$ cat config.mk
export PLATFORM = sky130hd
export DESIGN_NAME = qed_pending_counter
export DESIGN_NICKNAME = d
export VERILOG_FILES = /design/src/rtl/qed_pkg.sv /design/src/rtl/qed_pending_counter.sv
export SDC_FILE = /design/constraint.sdc
export NUM_CORES = 1
export LEC_CHECK = 0
export BUFFER_PORTS_ARGS = -buffer_cell sky130_fd_sc_hd__buf_2
export CORE_MARGIN = 4
export CORE_UTILIZATION = 50
export DETAILED_ROUTE_END_ITERATION = 6
export PLACE_DENSITY = 0.79
export RECOVER_POWER = 25
export REMOVE_ABC_BUFFERS = 1
export SETUP_SLACK_MARGIN = 0.15
export SLEW_MARGIN = 15
export SYNTH_ARGS = -nofsm -noshare
export SYNTH_HDL_FRONTEND = slang
export SYNTH_SLANG_ARGS = --single-unit
$ cat constraint.sdc
create_clock -name clk -period 3.6 [get_ports clk]
set_clock_uncertainty 0.05 [all_clocks]
set_input_delay 1.08 -clock clk [delete_from_list [all_inputs] [get_ports clk]]
set_output_delay 1.08 -clock clk [all_outputs]
set_load 0.01 [all_outputs]
$ cat src/rtl/qed_pkg.sv
// Shared constants and helpers for the QED register-pair consistency checker.
package qed_pkg;

  localparam int unsigned RF_ADDR_W = 5;
  localparam int unsigned IDX_W     = 4;
  localparam int unsigned STATE_W   = 3;

  localparam logic [RF_ADDR_W-1:0] QED_HALF     = 5'd16;
  localparam logic [IDX_W-1:0]     QED_LAST_IDX = 4'd15;
  localparam logic [IDX_W-1:0]     QED_FIRST_IDX = 4'd1;

  localparam logic [STATE_W-1:0] ST_IDLE  = 3'd0;
  localparam logic [STATE_W-1:0] ST_RD_LO = 3'd1;
  localparam logic [STATE_W-1:0] ST_RD_HI = 3'd2;
  localparam logic [STATE_W-1:0] ST_CMP   = 3'd3;
  localparam logic [STATE_W-1:0] ST_HALT  = 3'd4;

  // Original register r[i] lives in the low half, its duplicate at r[i+16].
  function automatic logic [RF_ADDR_W-1:0] lo_addr(input logic [IDX_W-1:0] idx);
    return RF_ADDR_W'(idx);
  endfunction

  function automatic logic [RF_ADDR_W-1:0] hi_addr(input logic [IDX_W-1:0] idx);
    return QED_HALF | RF_ADDR_W'(idx);
  endfunction

endpackage

$ cat src/rtl/qed_pending_counter.sv
// Outstanding-duplicate bookkeeping: pending count, dirty flag and the
// sticky ordering/overflow errors derived from the commit stream.
module qed_pending_counter
  import qed_pkg::*;
#(
  parameter int unsigned CNT_W = 16
) (
  input  logic clk,
  input  logic rst,
  input  logic ena,
  input  logic commit_valid,
  input  logic commit_is_dup,
  input  logic clr_dirty,
  output logic pend_zero,
  output logic dirty,
  output logic order_error,
  output logic ovf_error
);

  logic [CNT_W-1:0] pend_q, pend_d;
  logic             pend_zero_q;
  logic             dirty_q, dirty_d;
  logic             order_q, order_d;
  logic             ovf_q, ovf_d;

  // Saturating up/down count; an illegal step holds the count and raises a flag.
  always_comb begin
    pend_d  = pend_q;
    dirty_d = dirty_q;
    order_d = order_q;
    ovf_d   = ovf_q;
    if (clr_dirty) begin
      dirty_d = 1'b0;
    end
    if (ena && commit_valid) begin
      if (commit_is_dup) begin
        if (pend_q == '0) begin
          order_d = 1'b1;
        end else begin
          pend_d = pend_q - CNT_W'(1);
        end
      end else begin
        dirty_d = 1'b1;
        if (&pend_q) begin
          ovf_d = 1'b1;
        end else begin
          pend_d = pend_q + CNT_W'(1);
        end
      end
    end
  end

  always_ff @(posedge clk) begin
    if (rst) begin
      pend_q      <= '0;
      pend_zero_q <= 1'b1;
      dirty_q     <= 1'b0;
      order_q     <= 1'b0;
      ovf_q       <= 1'b0;
    end else begin
      pend_q      <= pend_d;
      pend_zero_q <= (pend_d == '0);
      dirty_q     <= dirty_d;
      order_q     <= order_d;
      ovf_q       <= ovf_d;
    end
  end

  assign pend_zero   = pend_zero_q;
  assign dirty       = dirty_q;
  assign order_error = order_q;
  assign ovf_error   = ovf_q;

endmodule

==> impl_metrics.json <==
{
  "r2r-start": "pend_q[1]$_SDFF_PP0_",
  "place_congestion": 1.06,
  "cts_root_buffer": "clkbuf_4",
  "synth.most_common_cell": "nor2_1",
  "power.total_uw": 666,
  "synth_compound_area_frac": 0.181,
  "endpoint_kind": "flop",
  "grt_pass1_wl_um": 6850,
  "drc": 2,
  "synth_xor_area_frac": 0.0519,
  "setup_viol": 0,
  "finalSetupTns_ps": 0,
  "grt_max_degree": 16,
  "postLayoutCellArea_um2": 1550,
  "cts_tree": "yes",
  "routed-via-count": 1508,
  "synthesis.area_um2": 1520,
  "violations": "DRC",
  "clk_pin_slew_ps": 110,
  "fmax_ghz": 0.319,
  "grt_antenna_before_repair": 0,
  "die_y_um": 63.1,
  "num_antenna_cells": 0,
  "critPathTopFamily": "simple AND/OR/NAND/NOR gates",
  "crit_chain": "buf_2 -> nor4bb_1 -> nand2_1 -> or4_1 -> a21oi_1 -> xnor2_1 -> nand3_1 -> o41ai_2",
  "yosysTopAreaCellShare": 0.264,
  "tightest_slew_ps": 767,
  "synth_top_family_by_area": "simple AND/OR/NAND/NOR gates",
  "p_per_area_nw_per_um2": 429,
  "dpl_cell_area_um2": 1530,
  "cts_setup_buffers": 0,
  "crit_path_top_delay_cell": "nor4bb_1",
  "cts_buffers": 3,
  "dp_cells": 216,
  "synthMuxAreaShare": 0.00742,
  "grt_pass1_vias": 1430,
  "ios": 10,
  "ctsLongestPathBuffers": 2,
  "clk_latency_ps": 300,
  "maxCapViolations": 0,
  "status": "finished with violations",
  "crit_type": "in -> reg",
  "antenna_left": 0,
  "critPathMaxFanout": 7,
  "dp_hpwl_um": 3000,
  "synth_common_cells": "nor2_1 (23), dfxtp_1 (20), nand3_1 (12)",
  "crit_path_start_kind": "primary input",
  "yosysWarningCount": 0,
  "min-delay-start": "dirty$_SDFF_PP0_",
  "first_pass_iters": 7,
  "gr-total-overflow": 0,
  "synth_cell_types": 56,
  "std_cell_rows": 19,
  "period_needed_ps": 3130,
  "crit_path_max_incr_delay_ps": 550,
  "cp.required_ps": 3770,
  "die_area_um2": 3980,
  "slew_headroom": 0.484,
  "slew_viol_final": 0,
  "cp-startpoint": "commit_is_dup",
  "final_cells": 220,
  "synth_async_sr_flop_share": 0,
  "drive_gt1_frac": 0.116,
  "port_buffers": 9,
  "post-route-util": 0.548,
  "cp_data_arrival_time_ps": 3300,
  "ys.flop_type": "dfxtp_1",
  "critPathBufInv": 1,
  "synthCells": 187,
  "grt_usage": 0.213,
  "die_w_um": 63.1,
  "htree_levels": 1,
  "ys_ff_latch": 20,
  "rsz0062_at_grt": "no",
  "hp-class": "reg -> reg",
  "cts.sinks": 20,
  "area_growth_pct": 2.23,
  "finalCritPeriodShare": 0.870,
  "start_util": 0.536,
  "p_leak_nw": 0.565,
  "post_drt_wl_per_cell_um": 18.5,
  "fp.coreArea_um2": 2830,
  "synth_edf_count": 0,
  "drt_wl_total_um": 4070,
  "holdBufCountCts": 0,
  "first_iter_violations": 114,
  "ir_drop_mv": 0.304,
  "synthSimpleGateAreaFrac": 0.398,
  "synthAdderAreaFrac": 0.0247,
  "avgViaCountPerCell": 6.85,
  "hold_viol": 0,
  "nets": 199,
  "avgSynthCellArea_um2": 8.12,
  "cts-resized-gates": 0,
  "seq_area_frac_synth": 0.264,
  "synth_area_leaders": "dfxtp_1 (26%), nor2_1 (5.7%), xnor2_1 (4.0%)",
  "yosys.area.top_type": "dfxtp_1"
}
[state kept, by name, indices dropped and copies added, names as in the netlist]
register / flops
dirty: 1
order_error: 1
ovf_error: 1
pend_q: 16
pend_zero: 1
[cell families after synthesis]
logic type / after synthesis
fa+ha+maj: 3
flops: 20
xor+xnor: 9
mux: 1
buf+inv: 19
simple gates: 98
compound gates: 37
[metal layers]
metal	global-route usage	vias to the layer above	share of wire
li1	-	701	-
met1	0.280	700	0.40
met2	0.335	90	0.47
met3	0.0409	17	0.11
met4	0.0992	0	0.030
met5	0	-	0
[layout by cell type, fill, tap and decap left out, types with 2 or more instances in the layout]
cell type / n
o21ai_0: 4
buf_2: 4
nand2_1: 10
xnor2_1: 7
dfxtp_1: 20
a211o_1: 3
nor2_1: 23
o211ai_1: 2
nand4_1: 3
nand2b_1: 4
and2_1: 3
nor3b_1: 2
ha_1: 3
o22ai_1: 2
buf_4: 2
nor3_1: 7
nor4_4: 2
nand3_1: 12
and3_1: 5
a31oi_1: 5
nand3b_1: 2
a21oi_1: 6
clkbuf_1: 5
o21a_1: 2
a32oi_1: 3
nand4b_1: 2
or4_1: 2
nor4_1: 7
clkbuf_4: 3
xor2_1: 2
inv_1: 6
[metrics by stage]
stage,worst slack (ps),hold slack (ps)
finish,466,434
floorplan,687,437
CTS,511,438
global route,343,472
detailed placement,215,407
global placement,285,398
[worst register-to-register path: stages (launching register included)]
cell and delay (ps):
dfxtp_1 510, inv_1 150, ha_1 230, nor4b_2 180
and4_1 340, or4b_1 580, a21o_1 220, a22oi_1 160
nand4_1 170, o41ai_2 350
[final timing paths]
check / depth (start not counted) / slack, ps / to
worst max register to register: 9 / 570 / pend_zero$_SDFF_PP1_
worst min-delay path: 2 / 430 / dirty$_SDFF_PP0_
worst max-delay path: 8 / 470 / pend_zero$_SDFF_PP1_
worst min register to register: 2 / 430 / dirty$_SDFF_PP0_
[layout make-up]
type / count / area (um2)
inverters: 6 / 22.5
repair buffers: 11 / 53.8
well taps: 31 / 38.8
clock buffers: 4 / 36.3
multi-input cells: 148 / 1000
flip-flops and latches: 20 / 400
fillers: 252 / 1280
[report_power, final]
group	internal (mW)	leakage, nW	switching (mW)
registers	0.242	0.163	0.0426
clock network	0.0617	0.0210	0.0711
logic	0.103	0.381	0.146
Power figures use the tool's default switching activity.
